===== src/rtl/sram_ctrl_pkg.sv =====
// sram_ctrl_pkg -- shared definitions for the SRAM controller slice.
//   reg_bus_t        : 32-bit CPU-side register/bus word (RegBus).
//   WAIT_CYCLES_DEF  : default SRAM access cycles per transfer.
//   ST_*             : controller FSM state encodings.
//   GRANT_*          : arbiter port identifiers.
package sram_ctrl_pkg;

  localparam int REG_BUS_W = 32;
  typedef logic [REG_BUS_W-1:0] reg_bus_t;

  localparam int WAIT_CYCLES_DEF = 2;

  localparam logic [1:0] ST_IDLE   = 2'd0;
  localparam logic [1:0] ST_ACCESS = 2'd1;
  localparam logic [1:0] ST_RESP   = 2'd2;

  localparam logic GRANT_DATA  = 1'b0;
  localparam logic GRANT_FETCH = 1'b1;

  // Fetch wins when it is the only requester, or when both request and
  // the data port was the previous winner.
  function automatic logic pick_fetch(input logic data_ce, input logic fetch_ce,
                                      input logic last_grant);
    return fetch_ce && (!data_ce || (last_grant == GRANT_DATA));
  endfunction

endpackage


===== src/rtl/sram_ctrl_if.sv =====
// sram_ctrl_if -- CPU-side ports of the SRAM controller.
//   Data port : ram_ce_i, ram_we_i, ram_addr_i, ram_sel_i, ram_data_i -> ram_data_o, ram_ready_o
//   Fetch port: pc_ram_ce_i, pc_ram_addr_i                            -> pc_ram_data_o, pc_ram_ready_o
// Handshake: a requester raises *_ce_i and holds it plus address/data stable
// until its *_ready_o pulses high for exactly one cycle. Once the controller
// has granted a request it completes it even if *_ce_i is withdrawn; read data
// is valid on the ready cycle and held until that port's next read completes.
// Modport master = CPU side, slave = controller side.
interface sram_ctrl_if;
  import sram_ctrl_pkg::*;

  logic     ram_ce_i;
  logic     ram_we_i;
  reg_bus_t ram_addr_i;
  logic [3:0] ram_sel_i;
  reg_bus_t ram_data_i;
  reg_bus_t ram_data_o;
  logic     ram_ready_o;

  logic     pc_ram_ce_i;
  reg_bus_t pc_ram_addr_i;
  reg_bus_t pc_ram_data_o;
  logic     pc_ram_ready_o;

  modport master (
    output ram_ce_i, ram_we_i, ram_addr_i, ram_sel_i, ram_data_i,
    output pc_ram_ce_i, pc_ram_addr_i,
    input  ram_data_o, ram_ready_o, pc_ram_data_o, pc_ram_ready_o
  );

  modport slave (
    input  ram_ce_i, ram_we_i, ram_addr_i, ram_sel_i, ram_data_i,
    input  pc_ram_ce_i, pc_ram_addr_i,
    output ram_data_o, ram_ready_o, pc_ram_data_o, pc_ram_ready_o
  );

endinterface


===== src/rtl/sram_ctrl.sv =====
// sram_ctrl -- two-port (data + instruction fetch) asynchronous SRAM controller.
// One FSM (IDLE -> ACCESS -> RESP) with a built-in round-robin arbiter and
// wait counter; every output is registered.
// Ports:
//   clk, rst        : clock, asynchronous active-low reset
//   bus             : sram_ctrl_if.slave, CPU data and fetch ports
//   sram_addr_o     : SRAM word address (byte address bits [ADDR_W+1:2])
//   sram_data_o/_i  : SRAM write / read data
//   sram_ce_n_o, sram_oe_n_o, sram_we_n_o, sram_be_n_o : active-low strobes
//   o_dbg_state     : current FSM state (ST_* encoding)
module sram_ctrl
  import sram_ctrl_pkg::*;
#(
  parameter int WAIT_CYCLES = WAIT_CYCLES_DEF,
  parameter int ADDR_W      = 20
) (
  input  logic              clk,
  input  logic              rst,
  sram_ctrl_if.slave        bus,
  output logic [ADDR_W-1:0] sram_addr_o,
  output reg_bus_t          sram_data_o,
  input  reg_bus_t          sram_data_i,
  output logic              sram_ce_n_o,
  output logic              sram_oe_n_o,
  output logic              sram_we_n_o,
  output logic [3:0]        sram_be_n_o,
  output logic [1:0]        o_dbg_state
);

  localparam logic [3:0] CNT_LOAD = 4'(WAIT_CYCLES - 1);

  logic [1:0]        r_state;
  logic [3:0]        r_cnt;
  logic              r_last_grant;
  logic              r_grant;
  logic              r_is_write;
  logic [ADDR_W-1:0] r_sram_addr;
  reg_bus_t          r_sram_wdata;
  logic              r_sram_ce_n;
  logic              r_sram_oe_n;
  logic              r_sram_we_n;
  logic [3:0]        r_sram_be_n;
  reg_bus_t          r_ram_data;
  reg_bus_t          r_pc_data;
  logic              r_ram_ready;
  logic              r_pc_ready;

  logic w_any_req;
  logic w_grant_fetch;
  logic w_unused_addr_bits;

  assign w_any_req     = bus.ram_ce_i || bus.pc_ram_ce_i;
  assign w_grant_fetch = pick_fetch(bus.ram_ce_i, bus.pc_ram_ce_i, r_last_grant);

  // Byte-offset and out-of-range address bits carry no meaning here.
  assign w_unused_addr_bits = ^{bus.ram_addr_i[1:0], bus.ram_addr_i[31:ADDR_W+2],
                                bus.pc_ram_addr_i[1:0], bus.pc_ram_addr_i[31:ADDR_W+2]};

  always_ff @(posedge clk or negedge rst) begin
    if (!rst) begin
      r_state      <= ST_IDLE;
      r_cnt        <= '0;
      r_last_grant <= GRANT_FETCH;
      r_grant      <= GRANT_DATA;
      r_is_write   <= 1'b0;
      r_sram_addr  <= '0;
      r_sram_wdata <= '0;
      r_sram_ce_n  <= 1'b1;
      r_sram_oe_n  <= 1'b1;
      r_sram_we_n  <= 1'b1;
      r_sram_be_n  <= 4'hF;
      r_ram_data   <= '0;
      r_pc_data    <= '0;
      r_ram_ready  <= 1'b0;
      r_pc_ready   <= 1'b0;
    end else begin
      // Ready is a single-cycle pulse: cleared unless set below.
      r_ram_ready <= 1'b0;
      r_pc_ready  <= 1'b0;
      case (r_state)
        ST_IDLE: begin
          if (w_any_req) begin
            r_grant      <= w_grant_fetch ? GRANT_FETCH : GRANT_DATA;
            r_last_grant <= w_grant_fetch ? GRANT_FETCH : GRANT_DATA;
            r_cnt        <= CNT_LOAD;
            r_sram_ce_n  <= 1'b0;
            r_state      <= ST_ACCESS;
            if (w_grant_fetch) begin
              r_is_write  <= 1'b0;
              r_sram_addr <= bus.pc_ram_addr_i[ADDR_W+1:2];
              r_sram_oe_n <= 1'b0;
              r_sram_we_n <= 1'b1;
              r_sram_be_n <= 4'h0;
            end else begin
              r_is_write  <= bus.ram_we_i;
              r_sram_addr <= bus.ram_addr_i[ADDR_W+1:2];
              if (bus.ram_we_i) begin
                r_sram_wdata <= bus.ram_data_i;
                r_sram_oe_n  <= 1'b1;
                r_sram_we_n  <= 1'b0;
                r_sram_be_n  <= ~bus.ram_sel_i;
              end else begin
                r_sram_oe_n  <= 1'b0;
                r_sram_we_n  <= 1'b1;
                r_sram_be_n  <= 4'h0;
              end
            end
          end
        end
        ST_ACCESS: begin
          if (r_cnt == 4'd0) begin
            r_state     <= ST_RESP;
            r_sram_ce_n <= 1'b1;
            r_sram_oe_n <= 1'b1;
            r_sram_we_n <= 1'b1;
            r_sram_be_n <= 4'hF;
            if (r_grant == GRANT_FETCH) begin
              r_pc_ready <= 1'b1;
              r_pc_data  <= sram_data_i;
            end else begin
              r_ram_ready <= 1'b1;
              if (!r_is_write) r_ram_data <= sram_data_i;
            end
          end else begin
            r_cnt <= r_cnt - 4'd1;
            // Release we_n one cycle early so address/data are held past
            // the write strobe's rising edge.
            if (r_cnt == 4'd1) r_sram_we_n <= 1'b1;
          end
        end
        ST_RESP: begin
          r_state <= ST_IDLE;
        end
        default: begin
          r_state <= ST_IDLE;
        end
      endcase
    end
  end

  assign sram_addr_o        = r_sram_addr;
  assign sram_data_o        = r_sram_wdata;
  assign sram_ce_n_o        = r_sram_ce_n;
  assign sram_oe_n_o        = r_sram_oe_n;
  assign sram_we_n_o        = r_sram_we_n;
  assign sram_be_n_o        = r_sram_be_n;
  assign bus.ram_data_o     = r_ram_data;
  assign bus.ram_ready_o    = r_ram_ready;
  assign bus.pc_ram_data_o  = r_pc_data;
  assign bus.pc_ram_ready_o = r_pc_ready;
  assign o_dbg_state        = r_state;

endmodule

===== src/flat_wrapper.sv =====
// flat-port wrapper written by rule: the top's interface ports become plain ports
module sram_ctrl_flat import sram_ctrl_pkg::*;
#(
  parameter int WAIT_CYCLES = WAIT_CYCLES_DEF,
  parameter int ADDR_W      = 20
)
  (clk, rst, sram_addr_o, sram_data_o, sram_data_i, sram_ce_n_o, sram_oe_n_o, sram_we_n_o, sram_be_n_o, o_dbg_state, bus_ram_ce_i, bus_ram_we_i, bus_ram_addr_i, bus_ram_sel_i, bus_ram_data_i, bus_pc_ram_ce_i, bus_pc_ram_addr_i, bus_ram_data_o, bus_ram_ready_o, bus_pc_ram_data_o, bus_pc_ram_ready_o);
  sram_ctrl_if bus_i ();
  input  logic clk;
  input  logic rst;
  output logic [ADDR_W-1:0] sram_addr_o;
  output reg_bus_t sram_data_o;
  input  reg_bus_t sram_data_i;
  output logic sram_ce_n_o;
  output logic sram_oe_n_o;
  output logic sram_we_n_o;
  output logic [3:0] sram_be_n_o;
  output logic [1:0] o_dbg_state;
  input wire logic [$bits(bus_i.ram_ce_i)-1:0] bus_ram_ce_i;
  input wire logic [$bits(bus_i.ram_we_i)-1:0] bus_ram_we_i;
  input wire logic [$bits(bus_i.ram_addr_i)-1:0] bus_ram_addr_i;
  input wire logic [$bits(bus_i.ram_sel_i)-1:0] bus_ram_sel_i;
  input wire logic [$bits(bus_i.ram_data_i)-1:0] bus_ram_data_i;
  input wire logic [$bits(bus_i.pc_ram_ce_i)-1:0] bus_pc_ram_ce_i;
  input wire logic [$bits(bus_i.pc_ram_addr_i)-1:0] bus_pc_ram_addr_i;
  output wire logic [$bits(bus_i.ram_data_o)-1:0] bus_ram_data_o;
  output wire logic [$bits(bus_i.ram_ready_o)-1:0] bus_ram_ready_o;
  output wire logic [$bits(bus_i.pc_ram_data_o)-1:0] bus_pc_ram_data_o;
  output wire logic [$bits(bus_i.pc_ram_ready_o)-1:0] bus_pc_ram_ready_o;
  assign bus_i.ram_ce_i = bus_ram_ce_i;
  assign bus_i.ram_we_i = bus_ram_we_i;
  assign bus_i.ram_addr_i = bus_ram_addr_i;
  assign bus_i.ram_sel_i = bus_ram_sel_i;
  assign bus_i.ram_data_i = bus_ram_data_i;
  assign bus_i.pc_ram_ce_i = bus_pc_ram_ce_i;
  assign bus_i.pc_ram_addr_i = bus_pc_ram_addr_i;
  assign bus_ram_data_o = bus_i.ram_data_o;
  assign bus_ram_ready_o = bus_i.ram_ready_o;
  assign bus_pc_ram_data_o = bus_i.pc_ram_data_o;
  assign bus_pc_ram_ready_o = bus_i.pc_ram_ready_o;
  sram_ctrl #(.WAIT_CYCLES(WAIT_CYCLES), .ADDR_W(ADDR_W)) u_core (.clk(clk), .rst(rst), .bus(bus_i), .sram_addr_o(sram_addr_o), .sram_data_o(sram_data_o), .sram_data_i(sram_data_i), .sram_ce_n_o(sram_ce_n_o), .sram_oe_n_o(sram_oe_n_o), .sram_we_n_o(sram_we_n_o), .sram_be_n_o(sram_be_n_o), .o_dbg_state(o_dbg_state));
endmodule

===== config.mk =====
export PLATFORM = sky130hd
export DESIGN_NAME = sram_ctrl_flat
export DESIGN_NICKNAME = d
export VERILOG_FILES = /design/src/rtl/sram_ctrl_pkg.sv /design/src/rtl/sram_ctrl_if.sv /design/src/rtl/sram_ctrl.sv /design/src/flat_wrapper.sv
export SDC_FILE = /design/constraint.sdc
export NUM_CORES = 1
export LEC_CHECK = 0
export CAP_MARGIN = 20
export CORE_AREA = 4 4 126 128
export CTS_CLUSTER_SIZE = 16
export DETAILED_ROUTE_END_ITERATION = 6
export DIE_AREA = 0 0 130 132
export PLACE_DENSITY = 0.76
export SETUP_SLACK_MARGIN = 0.5
export SYNTH_ARGS = -nofsm -noshare
export SYNTH_HDL_FRONTEND = slang
export SYNTH_SLANG_ARGS = --single-unit

===== constraint.sdc =====
create_clock -name clk -period 1.8 [get_ports clk]
set_input_delay 0.18 -clock clk [delete_from_list [all_inputs] [get_ports clk]]
set_output_delay 0.18 -clock clk [all_outputs]
set_load 0.05 [all_outputs]

-- Yosys cells after proc, flatten, opt, wreduce, memory -nomap -nowiden
Index checks and enable logic that the tools add are counted.
- reductions and logical operators: 15
- $add $sub $neg: 1
- bitwise gates (word level): 5
- mux-type cells: 33
- eq/ne operators: 6
- operators with widths (operator ; count):
    $mux 4 ; 6
    $mux 20 ; 1
    $mux 1 ; 18
    $pmux 4 s2 ; 2
    $reduce_and 3->1 ; 4
    $reduce_and 4->1 ; 2
    $pmux 1 s2 ; 3
    $eq 4x1->1 const B ; 1
    $logic_not 4->1 ; 1
    $mux 2 ; 2
    $ne 2x1->1 const B ; 2
    $not 1->1 ; 4
    $not 4->4 ; 1
    $pmux 2 s2 ; 1
    $reduce_and 2->1 ; 2
    $sub 4x1->4 const B ; 1
    $ne 3x1->1 const B ; 1
    $eq 2x1->1 const B ; 1
    $logic_not 2->1 ; 1
    $logic_or 1x1->1 ; 2
    $ne 2x2->1 const B ; 1
    $reduce_bool 2->1 ; 1
    $logic_and 1x1->1 ; 1
    $logic_not 1->1 ; 1
- input port bits: 137
- word-level logic and storage cells: 75
- flip-flop bits (word level): 134

-- Longest topological paths before layout
Gate-level depths: netlist of the first run.
- depth after elaboration: 6
- gate-level depth with buffers: 6
- depth with buffers taken out: 5

-- Worst setup path before layout of the first run
No wires, ideal clock.
- kind: reg-to-reg
- start point: reg u_core.r_state[0] (netlist: u_core.o_dbg_state[0])
- end point: reg u_core.r_pc_data[0] (netlist: u_core.bus.pc_ram_data_o[0])
- path slack: -233 ps
- data required time: 1673 ps
- data arrival time: 1905 ps
- stages on the path, launching flop included: 6
- path buffers: 2
- setup time: 127 ps
- cells stage by stage: dfrtp_1 -> nor4b_4 -> and3_1 -> buf_4 -> buf_6 -> mux2_1
- cells in the longest elaborated chain, start to end: 2
- RTL lines (element ; line ; source):
    start, declared ; sram_ctrl.sv:32 ; logic [1:0] r_state;
    start signal, assigned ; sram_ctrl.sv:61 ; r_state <= ST_IDLE;
    start signal, assigned ; sram_ctrl.sv:87 ; r_state <= ST_ACCESS;
    start signal, assigned ; sram_ctrl.sv:112 ; r_state <= ST_RESP;
    $eq 2x1->1 ; sram_ctrl.sv:80 ; case (r_state)
    $reduce_and 3->1 (no source line) ; -- ;
    end signal, assigned ; sram_ctrl.sv:119 ; r_pc_data <= sram_data_i;
    end, declared ; sram_ctrl.sv:44 ; reg_bus_t r_pc_data;
Every way passes these cells.
A chain may end at the register's enable or synchronous reset.

-- Final worst setup path of the first run
- start point: reg u_core.r_cnt[3]
- end point: reg u_core.r_pc_data[3] (netlist: u_core.bus.pc_ram_data_o[3])
- cells in the longest elaborated chain, start to end: 2
- RTL lines (element ; line ; source):
    start, declared ; sram_ctrl.sv:33 ; logic [3:0] r_cnt;
    start signal, assigned ; sram_ctrl.sv:125 ; r_cnt <= r_cnt - 4'd1;
    $logic_not 4->1 ; sram_ctrl.sv:111 ; if (r_cnt == 4'd0) begin
    $reduce_and 3->1 (no source line) ; -- ;
Every way passes these cells.

==> results of run 1 <==
## layer usage
metal | up-vias | track usage [%] | wire length, um
met1 | 2163 | 21.7 | 6650
met2 | 210 | 30.6 | 8620
li1 | 1935 | - | -
met4 | 0 | 7.22 | 391
met3 | 33 | 5.88 | 1370
met5 | - | 0 | 0
## where the power goes
part	switching [uW]	leakage (uW)	internal (uW)
Combinational	7880	0.00227	4500
Sequential	908	0.00158	4590
Clock	1290	0.000285	2100
Total	10100	0.00413	11200
## sequential cells by signal, indices dropped and copies added (netlist names), 2 cells and up
signal and count:
u_core.bus.pc_ram_data_o 32, u_core.bus.ram_data_o 32, u_core.o_dbg_state 2, u_core.r_cnt 4, u_core.sram_addr_o 20, u_core.sram_be_n_o 4, u_core.sram_data_o 32
## placed cells by master, fill, tap and decap left out, drive strengths merged, types with 3 or more instances in the layout
master         Yosys  layout
dfrtp            126     126
nand3b             4       4
o21ai              8       8
clkinv             0       8
a21oi              6       6
clkbuf            10      26
buf               13     178
clkdlybuf4s50      0     111
nand2             24      24
a211oi            20      20
nor2               6       6
inv                5       5
mux2              97      97
a2bb2oi           20      20
mux2i              5       5
ha                 3       3
dfstp              8       8
## worst max-delay path: stages, from the launching register on
cell and delay [ps]:
dfrtp_1 410, nor4b_4 310, and3_4 320, clkbuf_16 210, mux2_4 310
## final cells by class
cell class | instances | area [um^2] | area share [%]
Sequential cell | 134 | 3370 | 36.5
Multi-Input combinational cell | 211 | 2380 | 25.8
Inverter | 5 | 18.8 | 0.203
Timing Repair Buffer | 297 | 2640 | 28.6
Clock inverter | 12 | 130 | 1.41
Tap cell | 188 | 235 | 2.55
Clock buffer | 19 | 453 | 4.91
## final timing paths
kind	end	cells after the start	slack (ps)	start
worst max-delay path	u_core.bus.pc_ram_data_o[3]	4	120	u_core.r_cnt[3]
worst min-delay path	u_core.bus.pc_ram_data_o[19]	2	270	rst
worst max register to register	u_core.bus.pc_ram_data_o[3]	4	120	u_core.r_cnt[3]
worst min register to register	u_core.bus.pc_ram_data_o[28]	1	480	u_core.bus.pc_ram_data_o[28]
max in group asynchronous	u_core.sram_be_n_o[1]	3	870	rst
min in group clk	u_core.sram_addr_o[8]	3	320	bus_ram_addr_i[10]
## cells by family after synthesis
group / Yosys count / share of synthesized area [%]
AND/OR/NAND/NOR: 43 / 4.34
flip-flops: 134 / 62.4
AO/OA/AOI/OAI: 63 / 8.69
adder cells (fa/ha/maj): 3 / 0.697
buffers and inverters: 28 / 2.65
multiplexers: 102 / 21.2
## per-stage QoR
stage          worst slack, ps  hold slack (ps)  instances  power (uW)
3_3_place_gp              58.5              124        798       16700
4_1_cts                    122              261        845       19600
3_5_place_dp             -5.40              133        798       17000
5_1_grt                   47.7              291        866       22200
2_1_floorplan            -60.2             -116        373       12900
6_report                   117              265        866       21300
## timing repair
action	4_1_cts	5_1_grt
hold endpoints to repair	37	0
hold buffers	1	0
buffers inserted	11	14
cloned	4	7
gates resized for setup	603	111
pin swaps	2	6
endpoints found under the setup margin	252	140
==> summary.md, run 1 <==
| Metric | Value |
|---|---|
| Area of the core | `14,900 um^2` |
| Die span in y | `132 um` |
| Number of iterations in the first detailed-routing pass | `4` |
| Post-detailed-route count of antenna-violating nets | `0` |
| Worst Setup End Kind | `flip-flop` |
| Final setup violation count | `0` |
| CTS tree | `built` |
| Width of the chip | `130 um` |
| Share of final-layout standard cells stronger than drive strength 1 | `55.0%` |
| Number of distinct standard cells referenced by the synthesized netlist | `36` |
| Count leader, synth | `dfrtp_1` |
| Total power per unit cell area | `2310 nW/um^2` |
| Achievable clock frequency | `594 MHz` |
| Path type of the worst setup path | `reg -> reg` |
| Final count of hold timing violations | `0` |
| Layout net count | `806` |
| Setup repair after global routing missed its margin | `true` |
| Clock buffers created by TritonCTS | `17` |
| Final Max Tran Viols | `0` |
| Leakage component of the power | `0.00413 uW` |
| Post-synthesis average cell area | `14.4 um^2` |
| Detailed-route DRC error count | `0` |
| EDFF count, synth | `0` |
| Critical path startpoint category | `flip-flop` |
| Routed wirelength normalized by instance count | `19.7 um` |
| Share of flip-flops with an asynchronous set or reset | `100%` |
| H-Tree Level Count | `4` |
| Number of clock sinks seen by CTS | `134` |
| Post-synth top cells | `dfrtp_1, mux2_2, mux2_1` |
| Number of top-level pins | `264` |
| Critical path data arrival time | `1970 ps` |
| Cell Rows | `45` |
| Die area | `17,200 um^2` |
| Largest voltage drop on the vdd net | `0.00112 V` |
| Placer congestion estimate | `0.795` |
| Clock latency of the later-clocked register in the worst-skew pair | `410 ps` |
| Post-synthesis sequential area ratio | `62.4%` |
| Prevailing post-synth register cell | `dfrtp_1` |
| GRT Util Overall | `18.3%` |
| Number of filler cells placed in the layout | `1,128` |
| Number of global-route vias before repair | `4,611` |
| Final worst-path cycle share | `93.5%` |
| Warnings, synthesis | `0` |
| Maximum number of pins on one net before global-route repair | `43` |
| Antenna violations before repair | `0` |
| Cell type with the largest total area after synthesis | `dfrtp_1` |
| Sum of negative setup slack | `0 ps` |
| Critical path data required time | `2090 ps` |
| Cells after Synth | `373` |
| Vias | `4,341` |
| Total Routed Length | `17.0 mm` |
| Post-Place Cell Area | `8130 um^2` |
| Max capacitance violation total | `0` |
| HP Class | `in -> async` |
| Number of synthesized register bits | `134` |
| Dpl hpwl | `10.6 mm` |
| Minimum clock period | `1680 ps` |
| Final core utilization | `62.1%` |
| Dominant cells by area after synthesis | `dfrtp_1, mux2_2, mux2_1` |
| Diodes inserted | `0` |
| Drt initial violations | `129` |
| Net count after synthesis | `513` |
| Largest fanout on the critical path | `8` |
| Post-synthesis instance area | `5390 um^2` |
| Wire length of the first global-routing pass | `24.4 mm` |
| Via-per-instance ratio | `5.01` |
| Finished layout cell area | `9230 um^2` |
| Worst-Margin Slew | `497 ps` |
| Slew headroom | `66.7%` |
| Largest buffer count on any clock path | `2` |
| Status | `complete, no violations` |
| Clock root buffer master | `clkbuf_16` |
| Number of buffer cells added on primary ports | `239` |
| Total overflow reported by the global router | `0` |
| Relative area change from synthesis to final layout | `71.3%` |
| Initial core utilization | `36.2%` |
| Largest clock skew in the final design | `6.63 ps` |
| Share of Yosys cell area claimed by the top area cell type | `58.5%` |
| Clock-pin slew of the registers on the worst-case setup and hold paths | `60 ps` |
(Power assumes the default switching activity.)
==> run 2, diff against run 1 <==
--- a/config.mk
+++ b/config.mk
@@ -10,7 +10,9 @@
 export CTS_CLUSTER_SIZE = 16
 export DETAILED_ROUTE_END_ITERATION = 6
 export DIE_AREA = 0 0 130 132
+export MAX_ROUTING_LAYER = met4
 export PLACE_DENSITY = 0.76
+export RECOVER_POWER = 25
 export SETUP_SLACK_MARGIN = 0.5
 export SYNTH_ARGS = -nofsm -noshare
 export SYNTH_HDL_FRONTEND = slang
==> run 2 against run 1 <==
Net effect: setup slack about the same; power is 0.30% lower; core utilization down 0.20 points; register-to-register slack about the same; hold slack better by 52 ps; routed wire length is 0.11% lower; critical endpoint is now u_core.sram_data_o[28].
==> summary.md, run 2 (synthesized netlist as in run 1, its figures left out) <==
| Metric | Value |
|---|---|
| Number of iterations in the first detailed-routing pass | `4` |
| Number of buffer cells added on primary ports | `239` |
| Drt initial violations | `156` |
| Most Used Layer, Global Route | `met2` |
| Final core utilization | `61.9%` |
| Largest voltage drop on the vdd net | `0.00112 V` |
| Layout net count | `805` |
| Vias | `4,321` |
| Detailed-route DRC error count | `0` |
| Final worst-path cycle share | `93.5%` |
| Max capacitance violation total | `0` |
| Clock-pin slew of the registers on the worst-case setup and hold paths | `60 ps` |
| Leading cell types in the layout, fill and taps excluded | `dfrtp_1, buf_2, clkdlybuf4s50_1, mux2_2, buf_4` |
| Diodes inserted | `0` |
| Placed cell count | `798` |
| Cells along the critical path | `buf_6 > nor2_4 > o2111ai_4 > buf_6 > buf_16 > mux2_4` |
| Critical path startpoint category | `flip-flop` |
| Routed wirelength normalized by instance count | `19.7 um` |
| Post-detailed-route count of antenna-violating nets | `0` |
| Slew headroom | `28.0%` |
| Kind of cell adding the most delay to the critical path | `buffers and inverters` |
| Achievable clock frequency | `594 MHz` |
| Number of top-level pins | `264` |
| Relative area change from synthesis to final layout | `70.8%` |
| Post-Place Cell Area | `8130 um^2` |
| Clock root buffer master | `clkbuf_16` |
| Cell Rows | `45` |
| Worst Hold Slack | `317 ps` |
| Total power per unit cell area | `2310 nW/um^2` |
| Dpl hpwl | `10.6 mm` |
| Largest buffer count on any clock path | `2` |
| Minimum clock period | `1680 ps` |
| Final non-filler cell total | `865` |
| Number of clock sinks seen by CTS | `134` |
| Width of the chip | `130 um` |
| Final setup violation count | `0` |
| Largest clock skew in the final design | `5.44 ps` |
| Critical path data required time | `2090 ps` |
| Leakage component of the power | `0.00412 uW` |
| Met3 Resource Use GR | `5.43%` |
| Worst-Margin Slew | `1080 ps` |
| Total Routed Length | `17.0 mm` |
| Buf+Inv Stages, Crit Path | `3` |
| Die area | `17,200 um^2` |
| Met1 track demand over resource | `22.1%` |
| H-Tree Level Count | `4` |
| Share of final-layout standard cells stronger than drive strength 1 | `54.8%` |
| Most frequent standard cell in the layout excluding fill and tap cells | `dfrtp_1` |
| Final Max Tran Viols | `0` |
| Antenna violations before repair | `0` |
| HP Class | `in -> reg` |
| Status | `complete, no violations` |
| Largest fanout on the critical path | `8` |
| Area of the core | `14,900 um^2` |
| Wire length of the first global-routing pass | `24.4 mm` |
| Die span in y | `132 um` |
| Clock latency of the later-clocked register in the worst-skew pair | `410 ps` |
| Met2 demand-to-capacity share in global routing | `30.7%` |
| Total overflow reported by the global router | `0` |
| Clock buffers created by TritonCTS | `17` |
| Delay of the slowest cell on the worst path | `460 ps` |
| Final worst-path setup slack | `117 ps` |
| Number of filler cells placed in the layout | `1,138` |
| Final count of hold timing violations | `0` |
| GRT Util Overall | `18.9%` |
| Initial core utilization | `36.2%` |
| Worst Setup End Kind | `flip-flop` |
| Setup slack at placement | `-5.40 ps` |
| Critical path data arrival time | `1980 ps` |
| Most numerous cell on the critical path | `buf_6` |
| CP max stage cell | `dfrtp_2` |
| Placer congestion estimate | `0.810` |
| Via-per-instance ratio | `5.00` |
| CTS tree | `built` |
| Path type of the worst setup path | `reg -> reg` |
| Setup repair after global routing missed its margin | `true` |
| Number of global-route vias before repair | `4,610` |
| Finished layout cell area | `9200 um^2` |
| Maximum number of pins on one net before global-route repair | `43` |
run 2: metrics by stage:
stage / TNS [ps] / total power [uW]
after global placement: 0 / 16700
final: 0 / 21200
after detailed placement: -22.8 / 17000
after global routing: 0 / 22200
after floorplan: -1720 / 12900
after CTS: 0 / 19600
run 2: final timing paths:
check                                              from                      endpoint  slack, ps  cells past startpoint
max                               u_core.o_dbg_state[1]        u_core.sram_data_o[28]        120                      6
min                                  bus_ram_addr_i[20]        u_core.sram_addr_o[18]        320                      3
max reg2reg                       u_core.o_dbg_state[1]        u_core.sram_data_o[28]        120                      6
min reg2reg                u_core.bus.pc_ram_data_o[28]  u_core.bus.pc_ram_data_o[28]        480                      1
max in group asynchronous                           rst     u_core.bus.ram_data_o[22]        350                      3
min in group asynchronous                           rst  u_core.bus.pc_ram_data_o[17]        510                      2
run 2: per-layer routing:
metal | part of all wire [%] | vias to the layer above
li1 | - | 1932
met1 | 40 | 2139
met2 | 50 | 214
met3 | 7.7 | 36
met4 | 2.4 | 0
met5 | 0 | -
run 2: power breakdown:
part / leakage (uW) / switching, uW / total (uW) / internal [uW]
Sequential: 0.00158 / 899 / 5490 / 4590
Clock: 0.000285 / 1280 / 3380 / 2100
Combinational: 0.00226 / 7870 / 12300 / 4470
Total: 0.00412 / 10100 / 21200 / 11200
run 2: repair_timing:
| action | CTS | global route |
|---|---|---|
| setup buffers | 11 | 13 |
| gates cloned | 4 | 7 |
| gates resized for setup | 603 | 110 |
| pin swaps | 2 | 6 |
| endpoints found under the hold margin | 37 | 0 |
| endpoints found under the setup margin | 252 | 140 |
| hold buffers | 1 | 0 |
run 2: cell type report:
class                           instances  area (um^2)  area share [%]
Multi-Input combinational cell        211         2380            25.8
Inverter                                5         18.8           0.204
Clock buffer                           19          453            4.92
Sequential cell                       134         3370            36.6
Clock inverter                         12          130            1.41
Timing Repair Buffer                  296         2620            28.5
Tap cell                              188          235            2.56
run 2: tightest hold or removal path: stages:
cell and delay [ps]:
clkdlybuf4s50_1 400, nand2_1 60, a2bb2oi_1 50
